## src/rtl/csa_tree_level_if.sv

```systemverilog
// Bus bundle for one registered carry-save compression level.
//
// Handshake: valid-only. The master raises in_valid for every cycle the
// three terms are meaningful; the slave raises out_valid for exactly one
// cycle per accepted input, one clock later. There is no ready and no
// backpressure, so the consumer must take every out_valid pulse.
interface csa_tree_level_if #(
  parameter int BIT_LEN = 19
);
  logic               in_valid;
  logic [BIT_LEN-1:0] term0;
  logic [BIT_LEN-1:0] term1;
  logic [BIT_LEN-1:0] term2;
  logic               out_valid;
  logic [BIT_LEN-1:0] result0;
  logic [BIT_LEN-1:0] result1;
  logic [BIT_LEN-1:0] carry_raw;

  // Producer side: drives the operands, observes the results.
  modport master (
    output in_valid, term0, term1, term2,
    input  out_valid, result0, result1, carry_raw
  );

  // Compressor side: consumes the operands, drives the results.
  modport slave (
    input  in_valid, term0, term1, term2,
    output out_valid, result0, result1, carry_raw
  );
endinterface

```

## src/rtl/csa_tree_level_reg.sv

```systemverilog
// One registered level of a carry-save adder tree.
// Three operands are compressed bit by bit with full-adder cells into a
// sum word and a majority (carry) word. The carry word is realigned one
// bit left (rotated or shifted, chosen at elaboration) and everything is
// registered with a single cycle of latency. No carries ripple between
// bits, so the combinational depth is one full-adder cell.
module csa_tree_level_reg #(
  parameter int BIT_LEN      = 19,
  parameter bit ROTATE_CARRY = 1'b1
) (
  input  logic                   clk,
  input  logic                   rst,
  csa_tree_level_if.slave        bus
);

  // Combinational compressor outputs.
  logic [BIT_LEN-1:0] sum_w;
  logic [BIT_LEN-1:0] maj_w;
  logic [BIT_LEN-1:0] realign_w;

  // Registered state, with next-state values.
  logic               out_valid_q, out_valid_d;
  logic [BIT_LEN-1:0] result0_q,   result0_d;
  logic [BIT_LEN-1:0] result1_q,   result1_d;
  logic [BIT_LEN-1:0] carry_raw_q, carry_raw_d;

  // One full-adder cell per bit position; bits are fully independent.
  for (genvar i = 0; i < BIT_LEN; i++) begin : g_fa
    logic a_b, a_c, b_c;
    assign sum_w[i] = bus.term0[i] ^ bus.term1[i] ^ bus.term2[i];
    assign a_b      = bus.term0[i] & bus.term1[i];
    assign a_c      = bus.term0[i] & bus.term2[i];
    assign b_c      = bus.term1[i] & bus.term2[i];
    assign maj_w[i] = a_b | a_c | b_c;
  end

  // Carry realignment: the carry of bit i has weight 2^(i+1). In the
  // rotating form the top carry wraps into bit 0 (modular arithmetic
  // around 2^BIT_LEN - 1); otherwise it is dropped.
  if (ROTATE_CARRY) begin : g_rot
    assign realign_w = {maj_w[BIT_LEN-2:0], maj_w[BIT_LEN-1]};
  end else begin : g_shl
    assign realign_w = {maj_w[BIT_LEN-2:0], 1'b0};
  end

  // Next-state: capture on in_valid, otherwise hold data and drop valid.
  // Reset is handled in the register block so that it overrides in_valid.
  always_comb begin
    out_valid_d = bus.in_valid;
    result0_d   = result0_q;
    result1_d   = result1_q;
    carry_raw_d = carry_raw_q;
    if (bus.in_valid) begin
      result0_d   = realign_w;
      result1_d   = sum_w;
      carry_raw_d = maj_w;
    end
  end

  // Output registers with synchronous reset taking priority over data.
  always_ff @(posedge clk) begin
    if (rst) begin
      out_valid_q <= 1'b0;
      result0_q   <= '0;
      result1_q   <= '0;
      carry_raw_q <= '0;
    end else begin
      out_valid_q <= out_valid_d;
      result0_q   <= result0_d;
      result1_q   <= result1_d;
      carry_raw_q <= carry_raw_d;
    end
  end

  assign bus.out_valid = out_valid_q;
  assign bus.result0   = result0_q;
  assign bus.result1   = result1_q;
  assign bus.carry_raw = carry_raw_q;

endmodule

```

## src/flat_wrapper.sv

```systemverilog
// flat-port wrapper written by rule: the top's interface ports become plain ports
module csa_tree_level_reg_flat 
#(
  parameter int BIT_LEN      = 19,
  parameter bit ROTATE_CARRY = 1'b1
)
  (clk, rst, bus_in_valid, bus_term0, bus_term1, bus_term2, bus_out_valid, bus_result0, bus_result1, bus_carry_raw);
  csa_tree_level_if #(.BIT_LEN(BIT_LEN)) bus_i ();
  input  logic clk;
  input  logic rst;
  input wire logic [$bits(bus_i.in_valid)-1:0] bus_in_valid;
  input wire logic [$bits(bus_i.term0)-1:0] bus_term0;
  input wire logic [$bits(bus_i.term1)-1:0] bus_term1;
  input wire logic [$bits(bus_i.term2)-1:0] bus_term2;
  output wire logic [$bits(bus_i.out_valid)-1:0] bus_out_valid;
  output wire logic [$bits(bus_i.result0)-1:0] bus_result0;
  output wire logic [$bits(bus_i.result1)-1:0] bus_result1;
  output wire logic [$bits(bus_i.carry_raw)-1:0] bus_carry_raw;
  assign bus_i.in_valid = bus_in_valid;
  assign bus_i.term0 = bus_term0;
  assign bus_i.term1 = bus_term1;
  assign bus_i.term2 = bus_term2;
  assign bus_out_valid = bus_i.out_valid;
  assign bus_result0 = bus_i.result0;
  assign bus_result1 = bus_i.result1;
  assign bus_carry_raw = bus_i.carry_raw;
  csa_tree_level_reg #(.BIT_LEN(BIT_LEN), .ROTATE_CARRY(ROTATE_CARRY)) u_core (.clk(clk), .rst(rst), .bus(bus_i));
endmodule
```

## config.mk

```make
export PLATFORM = sky130hd
export DESIGN_NAME = csa_tree_level_reg_flat
export DESIGN_NICKNAME = d
export VERILOG_FILES = /design/src/rtl/csa_tree_level_if.sv /design/src/rtl/csa_tree_level_reg.sv /design/src/flat_wrapper.sv
export SDC_FILE = /design/constraint.sdc
export NUM_CORES = 1
export LEC_CHECK = 0
export CAP_MARGIN = 20
export CORE_UTILIZATION = 33
export DETAILED_ROUTE_END_ITERATION = 8
export PLACE_DENSITY = 0.76
export SLEW_MARGIN = 40
export SYNTH_ARGS = -nofsm -noshare
export SYNTH_HDL_FRONTEND = slang
export SYNTH_SLANG_ARGS = --single-unit
```

## constraint.sdc

```tcl
create_clock -name clk -period 0.8 [get_ports clk]
set_input_delay 0.08 -clock clk [delete_from_list [all_inputs] [get_ports clk]]
set_output_delay 0.08 -clock clk [all_outputs]
set_load 0.05 [all_outputs]
```

; Word-level counts from Yosys, hierarchy flattened
; Index checks and enable logic that the tools add are counted.
[totals]
in_bits = 60
wordCells = 137
register_bits = 58
[op_classes]
bitwise_logic = 133
[op_table]
columns = op, n
row1 = 1-bit AND, 57
row2 = 1-bit bitwise OR, 38
row3 = 1-bit XOR, 38

; Longest topological paths before layout
[depth]
ltp_word = 3
ltp_mapped = 5
depth_no_buf = 3

; Worst setup path after synthesis
; OpenSTA, ideal clock, no wires.
[synth_timing]
path_kind = register to output
startpoint = register u_core.result0_q[0] (netlist: u_core.bus.result0[0])
endpoint = output port bus_result0[0]
path_buffers = 1
required_time_ps = 720
stages_incl_launch_ff = 2
setup_slack_ps = -192
t_arrival_ps = 912
path_cell_list = dfxtp_1 > buf_4
[synth_lines]
columns = item, line_no
row1 = "start, declared", csa_tree_level_reg.sv:23  ; logic [BIT_LEN-1:0] result0_q, result0_d;
row2 = "start signal, assigned", csa_tree_level_reg.sv:69  ; result0_q <= result0_d;
row3 = "end, declared", flat_wrapper.sv:16  ; output wire logic [$bits(bus_i.result0)-1:0] bus_result0;
; No word-level cell between the ends.

==> summary.md <==
| Metric | Value |
|---|---|
| Post-synth top cells | dfxtp_1, mux2i_1, nor2_1, buf_4, fa_1 |
| Main combinational cell family by area after synthesis | adder cells |
| Max Cap Viol | 0 |
| Vias per std cell | 4.34 |
| Failing checks | negative setup slack |
| First-pass GRT wire length | 7840 um |
| Vias in the first global route | 1565 |
| Yosys top cell by area | dfxtp_1 |
| Fin worst setup slack | -0.0939 ns |
| Area of the die | 6120 um^2 |
| Sequential cell area | 877 um^2 |
| Final Skew | 0 ns |
| Setup CP Type | reg -> out |
| CTS sink cnt | 39 |
| CP startpoint kind | flop |
| Worst EP arrival | ~0.8 ns |
| Post-DP HPWL | 4080 um |
| WL/cell | 14.2 um |
| Buf+Inv Stages, Crit Path | 1 |
| Area occupied by multi-input gates | 912 um^2 |
| 1st-iter DRT viols | 16 |
| Sequential Power Share | 0.387 |
| Slew Limit Fails | 0 |
| Grt ovf | 0 |
| Pwr Density | 1610 nW/um^2 |
| GR Util All Layers | 0.168 |
| Unrepaired setup endpoints after global routing | true |
| Status | complete, but fails checks |
| Hold Crit Class | in -> reg |
| Synth top area share | 0.407 |
| Rows | 27 |
| IO Pins | 118 |
| Synth top area cells | dfxtp_1, fa_1, mux2i_1 |
| Synth Area in Compound Gates | 0 |
| Worst-Margin Slew | 0.204 ns |
| Worst relative slew slack | 0.863 |
| Routability cong. | between 0.7 and 0.8 |
| Cells after Synth | 163 |
| Post-synth net total | about 240 |
| Worst vdd ir | 1.02 mV |
| Tcrit/Tclk final | 1.12 |
| Cell Area, Synth | 1920 um^2 |
| Leakage | 1.64 nW |
| Most common cell in the netlist | dfxtp_1 |
| Top fanout value on the critical path | 3 |
| Root buffer cell | clkbuf_8 |
| Crit path capture type | output port |
| Reg2Reg Setup Slack | 0.07 ns |
| Count of final setup violators | 58 |
| Seq/Total Area, Yosys | 0.407 |
| PortBufs | 117 |
| Switch Pwr | between 2 and 2.5 mW |
| Post-synthesis mux area share | 0.198 |
| Most used DFF post-synth | dfxtp_1 |
| Synthesis Warnings | 0 |
| Remaining DRCs | 0 |
| CTS max path bufs | 2 |
| WP data required | 0.72 ns |
| FF-to-FF path depth | 3 |
| Synth Area per Inst | 11.8 um^2 |
| Pint | 3.95 mW |
| Hold EP | u_core.bus.carry_raw[9] |
| Worst path cell trace | buf_12 |
| CP top delay family | flip-flops |
| CTS tree | built |
| Pin count of the biggest net entering global routing | 21 |
| Initial antenna violation count | 0 |
| Asr flop ratio synth | 0 |
| Clock power frac | 0.207 |
| CP Depth | 1 |
| Core box area | 5540 um^2 |
| CTS Buf Count | 5 |
| Final core occ | 0.673 |
| Initial Utilization | 0.346 |
| # H-tree levels | 2 |
| Clock slew at reported path FFs | 0.08 ns |
| # diodes | 0 |
| Clock latency on the worst-skew pair | about 0.28 ns |
| Final nets | 345 |
| Adder-Cell Fraction of Synth Area | 0.198 |
| Die width | 78.2 um |
| Layout cells sized above 1 | 0.472 |
| Switching part of the total power | 0.343 |
| Post-Route WL | approximately 4800 um |
| # hold bufs at CTS | 0 |
| CP peak stage delay | just under 0.4 ns |
| Total Power | 6.02 mW |
| Logic pwr share | 0.406 |
| CP max stage cell | dfxtp_4 |
| FILL cells | 433 |
| Synth Area in XOR/XNOR | 0 |
| Period minus WS final | a little under 0.9 ns |
| Worst hold stages | 4 |
| Post-synthesis cell type count | 10 |
| Total vias in the final route | around 1500 |
| Seq cells post-synth | 39 |
| Crit Reg-Reg Endpoint | u_core.bus.result1[18] |
| DRT antenna net count | 0 |
| Final hold violation count | 0 |
| EDFF count, synth | 0 |
| Max Clk Rate | 1120 MHz |
| Drt first pass iters | 2 |
| Reg2reg start | u_core.bus.result1[18] |
| Hold_sp | bus_term1[9] |
| Area share of and/or/nand/nor cells after synthesis | 0.0777 |
| Area grow syn2layout | 94.6% |
| Die height | just under 80 um |
power groups by stage:
stage / Combinational (mW) / Sequential, mW / Clock, mW
after floorplan: 0.730 / 2.79 / 0
after global placement: 2.52 / 2.36 / 0
after detailed placement: 2.56 / 2.37 / 0
after CTS: 2.48 / 2.33 / 1.31
after global routing: 2.56 / 2.35 / 1.42
final: 2.45 / 2.33 / 1.25
routing by layer:
layer / routed length [um] / track usage / vias to the layer above / share of wire
met5: 0 / 0 / - / 0
met4: 104 / 0.0500 / 0 / 0.022
met3: 218 / 0.0395 / 8 / 0.045
met2: 2920 / 0.342 / 49 / 0.61
met1: 1560 / 0.165 / 706 / 0.32
li1: - / - / 707 / -
worst reg2reg max path, stage by stage, from the launching register on:
cell     delay, ns
dfxtp_2       0.34
buf_4         0.12
mux2i_1       0.12
nor2_1        0.05
metrics by stage:
| step | std cells | TNS (ns) | setup slack (ns) | area, um^2 | hold WS (ns) |
|---|---|---|---|---|---|
| floorplan | 163 | -0.496 | -0.0307 | 2010 | 0.333 |
| global placement | 330 | -17.73 | -0.507 | 3710 | 0.499 |
| detailed placement | 330 | -18.81 | -0.562 | 3710 | 0.510 |
| CTS | 339 | -5.10 | -0.109 | 3760 | 0.234 |
| global route | 339 | -6.30 | -0.137 | 3730 | 0.235 |
| finish | 339 | -4.25 | -0.0939 | 3730 | 0.220 |
area by class of cell:
class,count,share of cell area
Timing Repair Buffer,124,0.474
Multi-Input combinational cell,96,0.244
Sequential cell,39,0.235
Tap cell,72,0.0241
Clock buffer,5,0.0184
Clock inverter,3,0.00402
layout by cell type, fill, tap and decap left out, drive strengths merged:
cell type | netlist | routed
buf | 26 | 67
clkbuf | 2 | 16
clkdlybuf4s15 | 0 | 28
clkdlybuf4s50 | 0 | 1
clkinv | 0 | 3
dfxtp | 39 | 39
dlygate4sd2 | 0 | 17
fa | 19 | 19
mux2i | 38 | 38
nor2 | 38 | 38
nor2b | 1 | 1
how the worst max path moves through the flow:
stage	start	endpoint
finish	u_core.bus.carry_raw[6]	bus_result0[7]
global route	u_core.bus.carry_raw[10]	bus_result0[11]
CTS	u_core.bus.carry_raw[6]	bus_result0[7]
detailed placement	bus_term2[9]	u_core.bus.result1[9]
global placement	bus_term2[9]	u_core.bus.result1[9]
floorplan	bus_term2[10]	u_core.bus.result1[10]
sequential cells by signal (all words and copies together), names as in the netlist:
register              cells
u_core.bus.out_valid      1
u_core.bus.carry_raw     18
u_core.bus.result1       19
u_core.bus.result0        1
logic make-up after synthesis:
family                   after synthesis
adder cells (fa/ha/maj)               19
buffers and inverters                 28
flip-flops                            39
multiplexers                          38
AND/OR/NAND/NOR                       39
repair_timing:
action | CTS | global route
buffers inserted | 1 | 0
pin swaps | 24 | 28
resized for setup | 81 | 32
setup endpoints to repair | 96 | 76
Note: power is estimated with default switching activity, not from simulation.
